--- src/rtl/av_io_responder.sv ---
// rtl/av_io_responder.sv - chip-selected cyc/stb responder with byte-writable register bank
module av_io_responder #(
    parameter int          NREGS    = 16,
    parameter int          LAT      = 2,
    parameter logic [31:0] ID_VALUE = 32'h0000_0000
) (
    input  logic                  clk_i,
    input  logic                  rst_ni,
    input  logic                  cs_i,
    input  logic                  cyc_i,
    input  logic                  stb_i,
    input  logic                  we_i,
    input  logic [3:0]            sel_i,
    input  logic [31:0]           adr_i,
    input  logic [31:0]           dat_i,
    output logic                  ack_o,
    output logic                  stall_o,
    output logic [31:0]           dat_o,
    output logic [32*NREGS-1:0]   regs_o,
    output logic                  wr_o,
    output logic [3:0]            wr_idx_o
);

    localparam logic [1:0] ST_IDLE = 2'd0;
    localparam logic [1:0] ST_WAIT = 2'd1;
    localparam logic [1:0] ST_ACK  = 2'd2;

    logic [1:0]  state_q;
    logic [2:0]  cnt_q;
    logic        we_q;
    logic        swap_q;
    logic [3:0]  sel_q;
    logic [3:0]  idx_q;
    logic [31:0] dat_q;

    // Register 0 is the constant ID word, so only 1..NREGS-1 need storage.
    logic [31:0] regs_q [1:NREGS-1];

    logic        req;
    logic        commit;
    logic        idx_valid;
    logic [31:0] wr_data;
    logic [3:0]  wr_sel;
    logic [31:0] rd_word;
    logic [31:0] rd_data;

    logic        unused_adr;
    assign unused_adr = ^{adr_i[31:8], adr_i[6], adr_i[1:0]};

    function automatic logic [31:0] bswap(input logic [31:0] d);
        return {d[7:0], d[15:8], d[23:16], d[31:24]};
    endfunction

    assign req       = cs_i && cyc_i && stb_i;
    assign commit    = (state_q == ST_WAIT) && cyc_i && cs_i && (cnt_q == 3'd0);
    assign idx_valid = int'(idx_q) < NREGS;
    assign wr_data   = swap_q ? bswap(dat_q) : dat_q;
    assign wr_sel    = swap_q ? {sel_q[0], sel_q[1], sel_q[2], sel_q[3]} : sel_q;
    assign rd_data   = swap_q ? bswap(rd_word) : rd_word;
    assign stall_o   = (state_q != ST_IDLE);

    always_comb begin
        rd_word = 32'd0;
        if (idx_q == 4'd0) begin
            rd_word = ID_VALUE;
        end
        for (int k = 1; k < NREGS; k++) begin
            if (idx_q == 4'(k)) begin
                rd_word = regs_q[k];
            end
        end
    end

    always_ff @(posedge clk_i or negedge rst_ni) begin
        if (!rst_ni) begin
            state_q  <= ST_IDLE;
            cnt_q    <= 3'd0;
            we_q     <= 1'b0;
            swap_q   <= 1'b0;
            sel_q    <= 4'd0;
            idx_q    <= 4'd0;
            dat_q    <= 32'd0;
            ack_o    <= 1'b0;
            dat_o    <= 32'd0;
            wr_o     <= 1'b0;
            wr_idx_o <= 4'd0;
        end else begin
            wr_o <= 1'b0;
            case (state_q)
                ST_IDLE: begin
                    if (req) begin
                        we_q    <= we_i;
                        swap_q  <= adr_i[7];
                        sel_q   <= sel_i;
                        idx_q   <= adr_i[5:2];
                        dat_q   <= dat_i;
                        cnt_q   <= 3'(LAT - 1);
                        state_q <= ST_WAIT;
                    end
                end
                ST_WAIT: begin
                    // Losing cyc or the chip select abandons the access silently.
                    if (!cyc_i || !cs_i) begin
                        state_q <= ST_IDLE;
                    end else if (cnt_q == 3'd0) begin
                        state_q <= ST_ACK;
                        ack_o   <= 1'b1;
                        if (we_q) begin
                            dat_o <= 32'd0;
                            if (idx_valid) begin
                                wr_o     <= 1'b1;
                                wr_idx_o <= idx_q;
                            end
                        end else begin
                            dat_o <= rd_data;
                        end
                    end else begin
                        cnt_q <= cnt_q - 3'd1;
                    end
                end
                ST_ACK: begin
                    if (!stb_i) begin
                        ack_o   <= 1'b0;
                        dat_o   <= 32'd0;
                        state_q <= ST_IDLE;
                    end
                end
                default: state_q <= ST_IDLE;
            endcase
        end
    end

    always_ff @(posedge clk_i or negedge rst_ni) begin
        if (!rst_ni) begin
            for (int k = 1; k < NREGS; k++) begin
                regs_q[k] <= 32'd0;
            end
        end else if (commit && we_q) begin
            for (int k = 1; k < NREGS; k++) begin
                if (idx_q == 4'(k)) begin
                    for (int b = 0; b < 4; b++) begin
                        if (wr_sel[b]) begin
                            regs_q[k][8*b +: 8] <= wr_data[8*b +: 8];
                        end
                    end
                end
            end
        end
    end

    assign regs_o[31:0] = ID_VALUE;
    for (genvar g = 1; g < NREGS; g++) begin : g_regs_out
        assign regs_o[32*g +: 32] = regs_q[g];
    end

endmodule

--- config.mk ---
export PLATFORM = sky130hd
export DESIGN_NAME = av_io_responder
export DESIGN_NICKNAME = d
export VERILOG_FILES = /design/src/rtl/av_io_responder.sv
export SDC_FILE = /design/constraint.sdc
export NUM_CORES = 1
export LEC_CHECK = 0
export BUFFER_PORTS_ARGS = -buffer_cell sky130_fd_sc_hd__clkbuf_2
export CORE_ASPECT_RATIO = 0.7
export CORE_MARGIN = 4
export CORE_UTILIZATION = 28
export CTS_CLUSTER_SIZE = 30
export DETAILED_ROUTE_END_ITERATION = 10
export PLACE_DENSITY = 0.52
export SLEW_MARGIN = 0
export SYNTH_ARGS = -nofsm -noshare
export SYNTH_HDL_FRONTEND = slang
export SYNTH_SLANG_ARGS = --single-unit
--- constraint.sdc ---
create_clock -name clk_i -period 2.1 [get_ports clk_i]
set_input_delay 0.21 -clock clk_i [delete_from_list [all_inputs] [get_ports clk_i]]
set_output_delay 0.21 -clock clk_i [all_outputs]
set_load 0.1 [all_outputs]
==> flow_metrics.tcl <==
set metrics [dict create \
    rows 93 \
    total_leakage_power_nw 17.6 \
    syn_to_final_growth_pct 43.3 \
    remaining_drc_errors 0 \
    startpoint "idx_q[0]" \
    num_vias 25600 \
    fmax_mhz 423 \
    drt_iter0_markers 2931 \
    yosysWarnings 0 \
    clock-root-buffer "clkbuf_16" \
    setup_viol 62 \
    grt_pass1_wl_um 196000 \
    synth_ff_type "dfrtp_1" \
    violations "setup timing" \
    gp_congestion 0.947 \
    timing.final.crit_period_ns 2.37 \
    cts_htree_levels 2 \
    cts_num_sinks 565 \
    die_h_um 263 \
    port-buffer-count 565 \
    finalHoldViolations 0 \
    cts_tree "built" \
    clkSlewWorstSetupHoldPaths_ns 0.07 \
    antenna_left 0 \
    start_util_pct 28.3 \
    reg2reg_from "idx_q[0]" \
    synthArstFlopShare_pct 100 \
    fin_util_pct 40.5 \
    antenna_cells 0 \
    maxCapViolations 0 \
    ys_ff_latch 565 \
    grt_use_total_pct 27.9 \
    antenna_found_initial 3 \
    rr_endpoint "dat_o[22]" \
    whs_ns 0.0652 \
    maxSlewHeadroom_pct 53.3 \
    clock-skew-final_ns 0.0365 \
    dp_hpwl_um 108000 \
    overflow 0 \
    end_kind "flip-flop" \
    synth_edf_count 0 \
    fin_cells 4777 \
    dp.cells 4560 \
    synth_area_leaders "dfrtp_1 (54%), nand2_1 (6.1%), o21ai_0 (5.9%)" \
    power_density_nw_per_um2 929 \
    status "complete, but fails checks" \
    clk_path_buf_depth 3 \
    drt_pass1_iterations 6 \
    crit_arrival_ns 2.98 \
    rrSetupSlack_ns -0.27 \
    vdd_drop_max_v 0.000458 \
    seq_area_frac_synth_pct 54.3 \
    dp_slack_ns -0.483 \
    nets 3565 \
    clkLatencyLatePin_ns 0.67 \
    worstPathRequired_ns 2.71 \
    wl_per_cell_um 29.8 \
    yosysUniqueCellTypes 85 \
    via_per_inst 5.35 \
    yosys.area.top_type_share_pct 54.3 \
    num-fill-cells 9165 \
    period_share_pct 113 \
    drive_gt1_share_pct 40.2 \
    path_class "flip-flop to flip-flop" \
    synth_top_area_cell "dfrtp_1" \
    ios 625 \
    r2r_cells 9 \
    slew_viol_final 0 \
    die_x_um 373 \
    critPathLaunchType "flip-flop" \
    hp-class "primary input to asynchronous set/reset pin" \
    wl_um 142000 \
    rsz0062_at_grt "yes" \
    grt_pass1_vias 24400 \
    worst_pin_slew_ns 0.703 \
    netlist_area_sq_um 26000 \
    cts-buffers-inserted 61 \
    grt_max_degree 86 \
    crit_path_max_fanout 4 \
    fin_ws_ns -0.265 \
    syn_avg_cell_area_sq_um 9.91 \
    syn_inst 2629 \
    dieArea_sq_um 98000 \
    core_sq_um 92200 \
]
==> cell usage after synthesis, types with 5 or more instances <==
master     number
mux2_2         83
a221o_1         8
nand4_1        29
nor2b_1        11
nand2b_1       11
o221ai_1       30
nor3_1         21
o21ai_1        74
o2bb2ai_1       5
o211ai_1       20
mux2i_1        65
a21o_1         11
buf_6          13
dfrtp_1       565
a22oi_1        26
nor2_1        228
nor2_2         10
o21a_1          5
or3_1          19
mux4_2         26
a221oi_1       18
o21ai_0       309
o2111ai_1       5
buf_4          50
a211oi_1        5
nand2_1       420
buf_2          79
clkbuf_1      107
nand3_1         5
and2_1          5
a222oi_1        5
a31oi_1         9
a22o_1          8
nor3b_1         7
o22ai_1        31
inv_1           9
a21oi_1       210
==> worst max-delay path: stages (launching register included) <==
cell      delay [ns]
dfrtp_4         0.53
buf_12          0.16
buf_16          0.13
nor3b_4         0.30
a222oi_1        0.14
o211ai_1        0.12
o21ai_1         0.11
a221oi_2        0.48
buf_4           0.22
a221o_1         0.13
==> final cells by class <==
class / count / area [sq um] / share of cell area [%]
timing repair buffer: 1018 / 7810 / 20.9
tap: 1235 / 1550 / 4.14
sequential: 565 / 14200 / 38.1
clock buffer: 84 / 1760 / 4.70
inverter: 12 / 45.0 / 0.121
clock inverter: 32 / 432 / 1.16
multi-input combinational: 1831 / 11500 / 30.9
==> power by group <==
part           internal, mW  switching [mW]
registers              11.2           0.389
clock network          7.07            4.85
logic                  3.92            7.19
total                  22.2            12.4
==> worst max-delay path by stage <==
stage                           end  slack (ns)
after CTS                 dat_o[12]       -0.23
after floorplan           dat_o[13]       0.005
after detailed placement   dat_o[0]       -0.48
after global placement    dat_o[24]       -0.49
after global routing      dat_o[12]       -0.31
final                     dat_o[22]       -0.27
==> logic make-up (layout without fill, tap and decap cells) <==
| group | count (synthesis) | count (layout) | share of synthesized area, % |
|---|---|---|---|
| XOR/XNOR | 1 | 1 | 0.0336 |
| other | 1 | 32 | 0.0144 |
| multiplexers | 176 | 176 | 8.42 |
| AND/OR/NAND/NOR | 798 | 799 | 13.3 |
| AO/OA/AOI/OAI | 821 | 821 | 18.5 |
| adder cells (fa/ha/maj) | 2 | 2 | 0.0961 |
| buffers and inverters | 265 | 1146 | 5.36 |
| flip-flops | 565 | 565 | 54.3 |
==> registers in the layout, indices dropped and copies added (netlist names) <==
| name | flops |
|---|---|
| dat_o | 32 |
| state_q | 2 |
| regs_o | 480 |
| cnt_q | 3 |
| dat_q | 32 |
| wr_o | 1 |
| idx_q | 4 |
| wr_idx_o | 4 |
| we_q | 1 |
| ack_o | 1 |
| sel_q | 4 |
| swap_q | 1 |
==> repair_timing <==
action,4_1_cts,5_1_grt
buffers inserted,26,16
endpoints found under the setup margin,270,408
hold endpoints to repair,432,0
resized for setup,155,212
cloned,11,7
pin swaps,53,43
hold buffers,44,0
==> layout by cell type, fill, tap and decap left out, types with 10 or more instances in the layout <==
cell type	instances
a21o_1	11
a21oi_1	203
a221oi_2	15
a22oi_1	19
buf_12	81
buf_4	252
buf_6	56
buf_8	10
bufinv_16	10
clkbuf_1	11
clkbuf_16	64
clkbuf_2	564
clkbuf_8	10
clkinv_2	16
conb_1	32
dfrtp_1	520
dfrtp_2	42
dlygate4sd3_1	44
mux2_2	82
mux2i_1	64
mux4_2	26
nand2_1	393
nand2_2	25
nand4_1	29
nor2_1	206
nor2_2	17
nor2_4	15
nor3_1	14
o211ai_1	20
o21ai_0	235
o21ai_1	142
o221ai_1	21
o22ai_1	23
or3_1	10
or3_4	10
==> stage by stage <==
step                power (mW)  cell area (sq um)  setup TNS [ns]
floorplan                 16.5              26200               0
global placement          21.4              32900          -30.14
detailed placement        21.4              32900          -33.69
CTS                       34.2              36500           -5.57
global route              35.6              37300          -12.44
finish                    34.7              37300           -8.08
==> routing by layer <==
metal	part of all wire (%)	vias to the layer above	global-route usage (%)	wire, um
met5	0	-	0	0
met4	2.8	0	6.57	4040
met3	11	219	9.23	16200
met2	45	1369	43.2	63900
met1	41	12900	37.6	58200
li1	-	11100	-	-
Power figures use the tool's default switching activity.
